$ cat src/rtl/chunked_serial_adder.sv
// chunked_serial_adder
//   Multi-cycle adder computing a + b + cin over WIDTH bits, CHUNK bits per
//   clock, with the carry rippled between chunks through a register.
//   CHUNK=1 gives a bit-serial adder; CHUNK=WIDTH gives a registered
//   single-cycle adder.
//
// Ports
//   clk    in   rising-edge clock
//   rst    in   synchronous active-high reset
//   start  in   request, sampled only while idle
//   a, b   in   WIDTH-bit operands, captured on the accepting edge
//   cin    in   carry-in, captured on the accepting edge
//   busy   out  high while an operation is in progress
//   done   out  one-cycle pulse when sum/cout/ovf are updated
//   sum    out  (a + b + cin) mod 2^WIDTH
//   cout   out  unsigned carry out of bit WIDTH-1
//   ovf    out  two's-complement overflow
module chunked_serial_adder #(
    parameter int unsigned WIDTH = 32,
    parameter int unsigned CHUNK = 8
) (
    input  logic             clk,
    input  logic             rst,
    input  logic             start,
    input  logic [WIDTH-1:0] a,
    input  logic [WIDTH-1:0] b,
    input  logic             cin,
    output logic             busy,
    output logic             done,
    output logic [WIDTH-1:0] sum,
    output logic             cout,
    output logic             ovf
);

    localparam int unsigned NCHUNK = WIDTH / CHUNK;
    localparam int unsigned CNT_W  = (NCHUNK > 1) ? $clog2(NCHUNK) : 1;
    localparam logic [CNT_W-1:0] LAST_CNT = CNT_W'(NCHUNK - 1);

    typedef enum logic {
        IDLE,
        RUN
    } state_e;

    state_e           state_q, state_d;
    logic [CNT_W-1:0] cnt_q, cnt_d;
    logic [WIDTH-1:0] a_q, a_d;
    logic [WIDTH-1:0] b_q, b_d;
    logic [WIDTH-1:0] psum_q, psum_d;
    logic             carry_q, carry_d;
    logic             busy_q, busy_d;
    logic             done_q, done_d;
    logic [WIDTH-1:0] sum_q, sum_d;
    logic             cout_q, cout_d;
    logic             ovf_q, ovf_d;

    logic [CHUNK:0]   chunk_res;
    logic [WIDTH-1:0] psum_next;

    // Operand registers shift right one chunk per cycle so the active chunk
    // is always the low slice, and each chunk result enters the partial sum
    // from the top; after NCHUNK cycles every chunk sits in its own slice.
    // This is equivalent to indexing slice cnt*CHUNK directly.
    always_comb begin
        chunk_res = {1'b0, a_q[CHUNK-1:0]} + {1'b0, b_q[CHUNK-1:0]}
                  + {{CHUNK{1'b0}}, carry_q};
        psum_next = (psum_q >> CHUNK)
                  | (WIDTH'(chunk_res[CHUNK-1:0]) << (WIDTH - CHUNK));

        state_d = state_q;
        cnt_d   = cnt_q;
        a_d     = a_q;
        b_d     = b_q;
        psum_d  = psum_q;
        carry_d = carry_q;
        busy_d  = busy_q;
        done_d  = 1'b0;
        sum_d   = sum_q;
        cout_d  = cout_q;
        ovf_d   = ovf_q;

        case (state_q)
            IDLE: begin
                if (start) begin
                    a_d     = a;
                    b_d     = b;
                    carry_d = cin;
                    cnt_d   = '0;
                    psum_d  = '0;
                    busy_d  = 1'b1;
                    state_d = RUN;
                end
            end
            RUN: begin
                a_d     = a_q >> CHUNK;
                b_d     = b_q >> CHUNK;
                psum_d  = psum_next;
                carry_d = chunk_res[CHUNK];
                cnt_d   = cnt_q + CNT_W'(1);
                if (cnt_q == LAST_CNT) begin
                    sum_d   = psum_next;
                    cout_d  = chunk_res[CHUNK];
                    // Carry into the MSB is recovered from the MSB sum bit.
                    ovf_d   = chunk_res[CHUNK]
                            ^ (a_q[CHUNK-1] ^ b_q[CHUNK-1] ^ chunk_res[CHUNK-1]);
                    done_d  = 1'b1;
                    busy_d  = 1'b0;
                    cnt_d   = '0;
                    state_d = IDLE;
                end
            end
            default: state_d = IDLE;
        endcase
    end

    always_ff @(posedge clk) begin
        if (rst) begin
            state_q <= IDLE;
            cnt_q   <= '0;
            a_q     <= '0;
            b_q     <= '0;
            psum_q  <= '0;
            carry_q <= 1'b0;
            busy_q  <= 1'b0;
            done_q  <= 1'b0;
            sum_q   <= '0;
            cout_q  <= 1'b0;
            ovf_q   <= 1'b0;
        end else begin
            state_q <= state_d;
            cnt_q   <= cnt_d;
            a_q     <= a_d;
            b_q     <= b_d;
            psum_q  <= psum_d;
            carry_q <= carry_d;
            busy_q  <= busy_d;
            done_q  <= done_d;
            sum_q   <= sum_d;
            cout_q  <= cout_d;
            ovf_q   <= ovf_d;
        end
    end

    assign busy = busy_q;
    assign done = done_q;
    assign sum  = sum_q;
    assign cout = cout_q;
    assign ovf  = ovf_q;

endmodule
$ cat config.mk
export PLATFORM = sky130hd
export DESIGN_NAME = chunked_serial_adder
export DESIGN_NICKNAME = d
export VERILOG_FILES = /design/src/rtl/chunked_serial_adder.sv
export SDC_FILE = /design/constraint.sdc
export NUM_CORES = 1
export LEC_CHECK = 0
export CAP_MARGIN = 20
export CORE_UTILIZATION = 35
export CTS_CLUSTER_SIZE = 24
export DETAILED_ROUTE_END_ITERATION = 16
export GPL_TIMING_DRIVEN = 0
export HOLD_SLACK_MARGIN = 0.05
export PLACE_DENSITY = 0.61
export RECOVER_POWER = 25
export SYNTH_ARGS = -nofsm -noshare
export SYNTH_HDL_FRONTEND = slang
export SYNTH_SLANG_ARGS = --single-unit
$ cat constraint.sdc
create_clock -name clk -period 4.7 [get_ports clk]
set_input_delay 1.175 -clock clk [delete_from_list [all_inputs] [get_ports clk]]
set_output_delay 1.175 -clock clk [all_outputs]
set_load 0.01 [all_outputs]
======== After elaboration in Yosys (flattened, before gate mapping) ========
Cells that the tools add are included.
W data, S select, Z words.
storage, ports and cells
  register bits ........................... 136
  input port bits ......................... 68
cells by class
  $add $sub $neg .......................... 3
  equal/unequal tests ..................... 3
  multiplexer cells ....................... 18
  bitwise gates (word level) .............. 5
  reduce and logical (&&, ||, !) cells .... 3
operators with widths
  kind                   number
  $pmux W32 S2           3
  $mux W32               3
  $or A24 B32 Y32        1
  $add A8 B8 Y9          1
  $add A9 B1 Y9          1
  $mux W1                6
  $pmux W1 S2            3
  $mux W2                2
  $pmux W2 S2            1
  $reduce_and A2 Y1      2
  $xor A1 B1 Y1          3
  $add A2 B1 Y2 const B  1
  $eq A2 B2 Y1 const B   1
  $ne A2 B1 Y1 const B   1
  $ne A2 B2 Y1 const B   1
  $reduce_or A2 Y1       1
  $not A1 Y1             1

======== Logic depth before layout (Yosys ltp) ========
  depth in word-level cells ............... 4
  gate-level depth with buffers ........... 7
  mapped depth without buffers ............ 7

======== Least setup slack after synthesis ========
No wires, ideal clock.
  path type ............................... input to register
  from .................................... in start
  to ...................................... reg a_q[18]
  library setup time ...................... 0.128 ns
  arrival time ............................ 2.213 ns
  data required time ...................... 4.572 ns
  path slack .............................. 2.360 ns
  cell stages on the path ................. 7
  buffers on the path ..................... 3
  cells stage by stage .................... clkbuf_1 clkbuf_1 buf_2 mux2i_1 nor2_1 a21oi_1 nor2_1
between the ends
  word-level cells in the longest chain between the ends .. 1
RTL lines
  what                           line  RTL
  start, declared                24    input logic start,
  $ne A2 B2 Y1 (no source line)  --
  end signal, assigned           119   a_q <= '0;
  end signal, assigned           131   a_q <= a_d;
  end, declared                  46    logic [WIDTH-1:0] a_q, a_d;
No other way between the ends.
A chain may end at the register's enable or synchronous reset.

==> results.md <==
* Status: finished clean
* Initial antenna violation count at 0
* Nets at approximately 760
* Row cnt at 44
* Post-synthesis cell count at approximately 560
* Vias in the first global route at approximately 4.3k
* Critical path class: input port to flip-flop
* Worst r2r path cells at 7
* Yosys warning count at 0
* DRT iter0 DRCs at roughly 200
* Total negative slack at 0 ns
* Skew final at slightly below 0.009 ns
* Die Span Y at 124 um
* Post-route cell area at slightly above 7000 um^2
* DRT Pass-1 Iters at 4
* DP HPWL at approximately 11 mm
* Skew-Pair Late Insertion Delay at 0.42 ns
* DRC viols at 0
* Power Internal at roughly 2.1 mW
* Synth area leader: dfxtp_1
* Final WL at 14.2 mm
* Die width at 124 um
* Worst path depth at 5
* Die area at around 15000 um^2
* First-pass GRT wire length at ~22 mm
* GRT Total Usage at 0.195
* Crit path arrival time at roughly 3.3 ns
* Largest cells by area after synthesis: dfxtp_1 49%, mux2i_1 12%, nor2_1 9.9%
* Peak Freq at 0.341 GHz
* CP Max Fanout at 10
* Start point of the critical path: rst
* RSZ-0062 raised after global routing: no
* Most frequent cells in the layout: 138 x nor2_1, 128 x dfxtp_1, 83 x clkdlybuf4s50_1, 77 x a21oi_1, 64 x mux2i_1
* Gp weighted congestion at roughly 0.84
* CTS Buf Count at 17
* Root Buffer: clkbuf_16
* Largest net degree at the start of global routing at 17
* I/O Pins at between 100 and 150
* Postcts setup bufs at 0
* Share of cells above drive strength 1 at 0.0547
* Layout area overhead at 35.0%
* IR drop worst, VDD at roughly 0.27 mV
* Post-DP Area at about 6500 um^2
* Lkg Pwr at 2.96 nW
* Final Critical Period at approximately 2.9 ns
* Reg-to-Reg End: psum_q[30]
* Max Slew Vio Count at 0
* Min-delay worst type: flip-flop to flip-flop
* Post-synth top area share at 0.492
* Fraction of registers with async set/reset at 0
* Number of synthesized flops with an enable pin at 0
* Clk pin slew, worst setup/hold paths at roughly 0.05 ns
* Seq/Total Area, Yosys at 0.492
* Period utilisation layout at 0.624
* Post-Route Utilization at 0.484
* Combinational power share at 0.102
* Syn_nets at 640
* Starting Density at 0.359
* GRT Residual Overflow at 0
* CTS tree: built
* Total power at roughly 2.7 mW
* Via Count at approximately 4.4k
* Worst slew margin relative to its limit at 0.417
* Max_cap viols at 0
* Worst setup SP type: input port
* Cell mode on critical path: clkbuf_1
* Crit Reg-Reg Startpoint: a_q[0]
* CTS Sinks at 128
* Sw Ratio at 0.232
* Crit path capture: sum[28]
* Critical path's slowest cell: a21oi_1
* Hold Buf Count CTS at 0
* Clock buffer depth at 2
* Core area at ~15000 um^2
* Critical Path Max Stage Delay at between 0.6 and 0.7 ns
* Commonest non-fill, non-tap cell in the layout: nor2_1
* Hold Vio Cnt, Final at 0
* Synth unique cells at 34
* Mapped Avg Cell Area at 9.27 um^2
* Ant diodes at 0
* DR WL/cell at about 16 um
* Vias per cell at ~5.1
* CP endpoint kind: flip-flop
* PwrDens at 385 nW/um^2
* Ys flop type: dfxtp_1
* Placed cell count at 848
* Final std cells w/o fill at slightly below 900
* Port Buffers at 102
* Least-Margin Pin Slew at slightly below 0.9 ns
* CTS HTree Levels at 4
* Final setup vio count at 0
* Flops & latches, synth at between 100 and 150
* Worst EP required at 5.06 ns
* CTS resizes at 0
* Number of buffers and inverters on the critical path at 3
* Clock power frac at 0.472
* Seq pwr share at 0.425
* CP delay by family, top: buffers and inverters
* R2r setup slk at 2.21 ns
* P_sw at between 0.6 and 0.7 mW
* Post-route ant nets at 0
* Synthesized area at 5210 um^2
* CP Cell Sequence: dlygate4sd3_1 -> clkbuf_1 -> a21oi_1 -> clkbuf_1 -> a22o_1
[registers in the layout (all words and copies together), names as in the netlist]
signal	cells
a_q	32
b_q	32
sum	32
psum_q	24
cnt_q	2
busy	1
carry_q	1
cout	1
done	1
ovf	1
state_q	1
[how the worst min path moves through the flow]
stage / startpoint / end / slack [ns] / cells after the start
after floorplan: psum_q[8] / sum[0] / 0.43 / 1
after global placement: psum_q[8] / sum[0] / 0.45 / 1
after detailed placement: psum_q[14] / sum[6] / 0.45 / 1
after CTS: psum_q[14] / sum[6] / 0.46 / 1
after global routing: psum_q[9] / sum[1] / 0.48 / 1
final: psum_q[14] / sum[6] / 0.46 / 1
[power groups by stage]
stage	clock network [mW]	registers, mW	logic, mW
detailed placement	0	1.18	0.277
finish	1.28	1.15	0.278
global placement	0	1.17	0.271
floorplan	0	1.16	0.167
CTS	1.30	1.15	0.278
global route	1.35	1.16	0.305
[cell families after synthesis]
logic type	count (synthesis)	synth area share
AO/OA/AOI/OAI	129	0.159
XOR/XNOR	7	0.0118
adder cells (fa/ha/maj)	10	0.0269
buffers and inverters	47	0.0358
flip-flops	128	0.492
multiplexers	64	0.123
AND/OR/NAND/NOR	177	0.151
[through the flow]
stage	hold WS, ns	worst slack [ns]
after global placement	0.451	1.48
after global routing	0.479	1.61
after CTS	0.464	1.90
final	0.459	1.76
after floorplan	0.434	2.36
after detailed placement	0.452	1.48
[final cells by class]
class | count | area [um^2]
buffer | 46 | 181
multi-input combinational | 387 | 2460
clock buffer | 25 | 495
sequential | 128 | 2560
clock inverter | 6 | 80.1
tap | 184 | 230
fill | 1391 | 7500
inverter | 1 | 3.75
timing repair buffer | 102 | 1020
[layer usage]
| layer | up-vias | track usage | share of wire |
|---|---|---|---|
| met2 | 131 | 0.325 | 0.48 |
| met4 | 0 | 0.0744 | 0.016 |
| met1 | 2093 | 0.245 | 0.46 |
| met3 | 23 | 0.0426 | 0.045 |
| met5 | - | 0 | 0 |
| li1 | 2199 | - | - |
[worst register-to-register path, stage by stage (launching register included)]
cell	delay, ns
dfxtp_1	0.36
fa_1	0.50
fa_1	0.42
a21o_1	0.17
a21oi_1	0.27
o21ai_0	0.17
xor2_1	0.21
a31o_2	0.28
[synth_stat cells, drive strengths merged, types with 3 or more instances]
cell type  count
a211oi         4
a21o           4
a21oi         77
a22o          32
buf           15
clkbuf        31
dfxtp        128
ha             8
mux2i         64
nand2          4
nor2         138
nor2b          3
nor3b         22
nor4b          5
xnor2          5
No activity file was read; power rests on OpenSTA's default activity.
